<file path="src/rtl/sm_mcu_cpu_oci_dct_packer.sv">
// Packs 3-bit trace fragments into 30-bit frames with a one-deep output slot.
// Partial buffers flush on an idle timeout or on test_ending, which then ends capture.
module sm_mcu_cpu_oci_dct_packer #(
    parameter int unsigned FLUSH_TIMEOUT = 64
) (
    input  logic        clk,
    input  logic        reset_n,
    input  logic        frag_valid,
    input  logic [2:0]  frag_data,
    output logic        frag_ready,
    input  logic        test_ending,
    output logic [29:0] dct_buffer,
    output logic [3:0]  dct_count,
    output logic        out_valid,
    output logic [35:0] out_data,
    input  logic        out_ready,
    output logic        test_has_ended
);
    // Handshakes: a transfer happens on a rising edge where valid && ready;
    // valid never depends on ready, and out_data holds while out_valid && !out_ready.
    typedef enum logic [1:0] {ST_FILL, ST_FLUSH, ST_DRAIN, ST_ENDED} state_t;

    localparam logic [7:0] TIMEOUT = 8'(FLUSH_TIMEOUT);

    state_t      state_q, state_d;
    logic [29:0] buf_q, buf_d;
    logic [3:0]  cnt_q, cnt_d;
    logic [7:0]  idle_q, idle_d;
    logic        end_pend_q, end_pend_d;
    logic        out_valid_q, out_valid_d;
    logic [35:0] out_data_q, out_data_d;

    logic        slot_free;
    logic        accept;
    logic        full;
    logic        load;
    state_t      exit_state;

    assign slot_free  = !out_valid_q || out_ready;
    assign full       = (cnt_q == 4'd10);
    assign accept     = frag_valid && frag_ready;
    assign exit_state = (end_pend_q || test_ending) ? ST_DRAIN : ST_FILL;

    always_ff @(posedge clk) begin
        if (!reset_n) begin
            state_q     <= ST_FILL;
            buf_q       <= '0;
            cnt_q       <= '0;
            idle_q      <= '0;
            end_pend_q  <= 1'b0;
            out_valid_q <= 1'b0;
            out_data_q  <= '0;
        end else begin
            state_q     <= state_d;
            buf_q       <= buf_d;
            cnt_q       <= cnt_d;
            idle_q      <= idle_d;
            end_pend_q  <= end_pend_d;
            out_valid_q <= out_valid_d;
            out_data_q  <= out_data_d;
        end
    end

    always_comb begin
        state_d    = state_q;
        end_pend_d = end_pend_q;
        case (state_q)
            ST_FILL: begin
                if (test_ending) begin
                    end_pend_d = 1'b1;
                    state_d    = ST_FLUSH;
                end else if (idle_q == TIMEOUT) begin
                    state_d = ST_FLUSH;
                end
            end
            ST_FLUSH: begin
                // A test_ending during a timeout flush redirects the exit to DRAIN.
                if (test_ending) end_pend_d = 1'b1;
                if (cnt_q == 4'd0 || slot_free) state_d = exit_state;
            end
            ST_DRAIN: begin
                if (slot_free) state_d = ST_ENDED;
            end
            default: state_d = ST_ENDED;
        endcase
    end

    always_comb begin
        buf_d       = buf_q;
        cnt_d       = cnt_q;
        idle_d      = idle_q;
        out_valid_d = out_valid_q && !out_ready;
        out_data_d  = out_data_q;
        load        = slot_free && (((state_q == ST_FILL) && full) ||
                                    ((state_q == ST_FLUSH) && (cnt_q != 4'd0)));
        if (load) begin
            out_valid_d = 1'b1;
            out_data_d  = {(full ? 2'b01 : 2'b10), cnt_q, buf_q};
            buf_d       = '0;
            cnt_d       = '0;
        end else if (accept) begin
            buf_d = {buf_q[26:0], frag_data};
            cnt_d = cnt_q + 4'd1;
        end
        // A full buffer waiting on the slot neither counts nor clears idle time.
        if (state_q != ST_FILL || accept || load || cnt_q == 4'd0) begin
            idle_d = '0;
        end else if (!full && idle_q != TIMEOUT) begin
            idle_d = idle_q + 8'd1;
        end
    end

    always_comb begin
        frag_ready     = (state_q == ST_FILL) && (cnt_q < 4'd10);
        test_has_ended = (state_q == ST_ENDED);
        dct_buffer     = buf_q;
        dct_count      = cnt_q;
        out_valid      = out_valid_q;
        out_data       = out_data_q;
    end
endmodule

</file>
<file path="config.mk">
export PLATFORM = sky130hd
export DESIGN_NAME = sm_mcu_cpu_oci_dct_packer
export DESIGN_NICKNAME = d
export VERILOG_FILES = /design/src/rtl/sm_mcu_cpu_oci_dct_packer.sv
export SDC_FILE = /design/constraint.sdc
export NUM_CORES = 1
export LEC_CHECK = 0
export CAP_MARGIN = 20
export CORE_MARGIN = 10
export CORE_UTILIZATION = 45
export DETAILED_ROUTE_END_ITERATION = 6
export HOLD_SLACK_MARGIN = 0.08
export PLACE_DENSITY = 0.76
export SYNTH_ARGS = -nofsm -noshare
export SYNTH_HDL_FRONTEND = slang
export SYNTH_SLANG_ARGS = --single-unit
</file>
<file path="constraint.sdc">
create_clock -name clk -period 1.53 [get_ports clk]
set_input_delay 0.2295 -clock clk [delete_from_list [all_inputs] [get_ports clk]]
set_output_delay 0.2295 -clock clk [all_outputs]
set_load 0.005 [all_outputs]
</file>
==> results.md <==
- Result of the run: complete, but fails checks
- Violations in the final reports: setup timing
- Overflow after GRT: 0
- Data arrival at the endpoint of the critical path: 2.04 ns
- Routed wire per std cell: 17.3 um
- Share of the core filled with cells: 73.7%
- CTS tree: yes
- Vias post-DR: 2,920
- Category of the worst setup path launch point: register
- Total leakage power: 2.08 nW
- Final #Nets: 480
- Horizontal die dimension: 108 um
- Max-cap violations: 0
- Routed via count divided by cell count: 5.12
- Category of the critical setup timing path: register to register
- Reg clk slew, reported paths: 0.08 ns
- Count of state elements after synthesis: 82
- TritonRoute pass-1 iters: 4
- Final Cell Area: 5430 um2
- Transition time at the pin with the least slew margin: 0.394 ns
- Ratio of cells with drive above 1 in the final layout: 30.8%
- Effective utilization at floorplan: 47.0%
- R2R depth: 8
- Count of warnings emitted by yosys: 0
- Number of buffers inserted during clock tree synthesis: 9
- H-tree levels: 3
- Clk_skew: 0.00895 ns
- FF/Latch Area: 1680 um2
- Area of the die: 11,600 um2
- Worst min-delay path class: input port to register
- Final hold vios: 0
- First-pass GRT wire length: 16.0 mm
- Sequential fraction of the synthesis area: 47.4%
- I/O pin total: 81
- # diodes: 0
- Global Route Usage Sum: 16.9%
- Post-synthesis net count: 364
- Number of remaining DRC errors: 0
- Final setup viols: 79
- Area growth from synthesis to layout: 56.7%
- Cell at the root of the clock tree: sky130_fd_sc_hd__clkbuf_8
- Synthesized cell area: 3460 um2
- Antenna violations before repair: 0
- Maximum clock insertion buffer count: 2
- Routed Wire Length: 9.88 mm
- Worst IR Drop VDD: 0.628 mV
- Crit path setup slack, layout: -0.220 ns
- Number of filler instances in the final layout: 497
- Antenna-violating nets left: 0
- Gate Count Post-Synth: 351
- Clock period minus worst slack: 1.75 ns
- Post-detail-place hpwl: 5.67 mm
- Final clock period utilization by the worst path: 114%
- Setup slack at placement: -0.186 ns
- Max transition margin: 73.4%
- Number of global-route vias before repair: 3,165
- Category of the worst setup path capture point: register
- Placed Area: 4540 um2
- Final TNS setup: -10.83 ns
- Core area: 7370 um2
- Power density over the cells: 863 nW/um2
- Synth cell types: 37
- Mean instance size in the synthesized netlist: 9.87 um2
- Number of input and output port buffers inserted: 80
- Total area of multi-input combinational cells: 1950 um2
- Number of sinks handled by clock tree synthesis: 82
- Post-cts hold buffer count: 0
- GP Congestion: 0.792
- Worst hold slack: 0.304 ns
- Unrepaired setup endpoints after global routing: yes
- Data required time at the worst endpoint: 1.82 ns
- Hold Path Cell Cnt: 3
- 1st-iter DRT viols: 104
- Top achievable clock speed: 572 MHz
- Setup slack of the worst register-to-register path: -0.22 ns
- Pin count of the biggest net entering global routing: 68
- Std cell rows: 31
- Y dimension of the die: 108 um
- Slew Viols, Final: 0
- Insertion delay of the later-clocked pin in the worst-skew pair: 0.35 ns
- Peak fanout along the critical path: 5
==> worst max-delay path, cell delays in order, from the launching register on <==
cell and delay (ns):
sky130_fd_sc_hd__dfxtp_4 0.40, sky130_fd_sc_hd__ha_4 0.15, sky130_fd_sc_hd__nor2b_4 0.16, sky130_fd_sc_hd__o21ai_4 0.08, sky130_fd_sc_hd__a211oi_4 0.28, sky130_fd_sc_hd__buf_6 0.17, sky130_fd_sc_hd__buf_12 0.15, sky130_fd_sc_hd__buf_16 0.13
sky130_fd_sc_hd__mux2i_1 0.16
==> worst paths after layout <==
check                 end    startpoint
min reg2reg  out_data[24]  out_data[24]
max          out_data[21]  dct_count[1]
max reg2reg  out_data[21]  dct_count[1]
min          out_data[25]       reset_n
==> what timing repair did <==
action                                  4_1_cts  5_1_grt
pin swaps                                     4        7
gates cloned                                 11        0
resized for setup                            73       37
buffers inserted                              7        8
endpoints found under the setup margin       92       99
==> cell usage after synthesis (all sizes together) <==
| cell | count | area, um2 |
|---|---|---|
| nor2b | 3 | 18.8 |
| nand4b | 1 | 8.76 |
| a21boi | 1 | 7.51 |
| o311ai | 2 | 17.5 |
| buf | 12 | 86.3 |
| o211a | 1 | 10.0 |
| nor2 | 3 | 11.3 |
| inv | 6 | 22.5 |
| and3b | 1 | 8.76 |
| xor2 | 3 | 26.3 |
| nor4b | 1 | 8.76 |
| nand3b | 1 | 7.51 |
| dfxtp | 82 | 1640 |
| o21a | 1 | 7.51 |
| a31oi | 1 | 6.26 |
| o21ai | 6 | 30.0 |
| nor3 | 11 | 55.1 |
| nand4 | 3 | 18.8 |
| xnor2 | 6 | 52.6 |
| a21oi | 2 | 10.0 |
| clkbuf | 12 | 45.0 |
| nand2b | 1 | 6.26 |
| or3 | 1 | 6.26 |
| o31a | 1 | 8.76 |
| or2 | 1 | 6.26 |
| ha | 5 | 62.6 |
| nor3b | 35 | 263 |
| mux2i | 67 | 671 |
| and2 | 3 | 18.8 |
| a211oi | 1 | 20.0 |
| nand3 | 3 | 20.0 |
| nand2 | 73 | 274 |
| and3 | 1 | 6.26 |
==> placed cells by master (no fill, tap or decap), types with 7 or more instances in the layout <==
cell / netlist / final
sky130_fd_sc_hd__clkbuf_8: 0 / 10
sky130_fd_sc_hd__nor3b_2: 0 / 32
sky130_fd_sc_hd__buf_12: 0 / 7
sky130_fd_sc_hd__dfxtp_1: 82 / 57
sky130_fd_sc_hd__buf_16: 0 / 9
sky130_fd_sc_hd__nand2_1: 73 / 73
sky130_fd_sc_hd__mux2i_1: 67 / 66
sky130_fd_sc_hd__dfxtp_2: 0 / 23
sky130_fd_sc_hd__buf_4: 8 / 27
sky130_fd_sc_hd__clkdlybuf4s50_1: 0 / 68
==> state kept, by name, indices dropped and copies added, names as in the netlist <==
register,count
dct_buffer,30
dct_count,4
state_q,2
out_valid,1
end_pend_q,1
idle_q,8
out_data,36
==> metrics by stage <==
step           cells  power [mW]
2_1_floorplan    351        2.65
3_3_place_gp     532        2.88
3_5_place_dp     532        2.88
4_1_cts          565        4.71
5_1_grt          570        4.87
6_report         570        4.69
==> power by group <==
part	switching, mW	internal (mW)
clock	0.763	0.784
sequential	0.0376	2.18
combinational	0.414	0.510
==> layer usage <==
layer	vias up	global-route usage, %	part of all wire, %	routed length [um]
met5	-	0	0	0
met4	0	4.87	0.92	91
met3	11	7.13	7.7	765
met2	65	29.4	51	5060
met1	1416	18.4	40	3970
li1	1428	-	-	-
==> cell type report <==
cell class              instances  share of cell area (%)
well taps                      99                    2.28
repair buffers                129                    27.0
multi-input cells             239                    35.8
clock inverters                 5                    1.01
clock buffers                  10                    2.54
inverters                       6                   0.415
flip-flops and latches         82                    30.9
==> cells by family after synthesis <==
logic type | synth area share (%)
and+or+nand+nor | 21.3
DFF | 47.4
muxes | 19.4
buffers and inverters | 4.44
AOI/OAI and AO/OA | 3.40
xor gates and xnor gates | 2.28
adders and majority gates | 1.81
(Power assumes the default switching activity.)
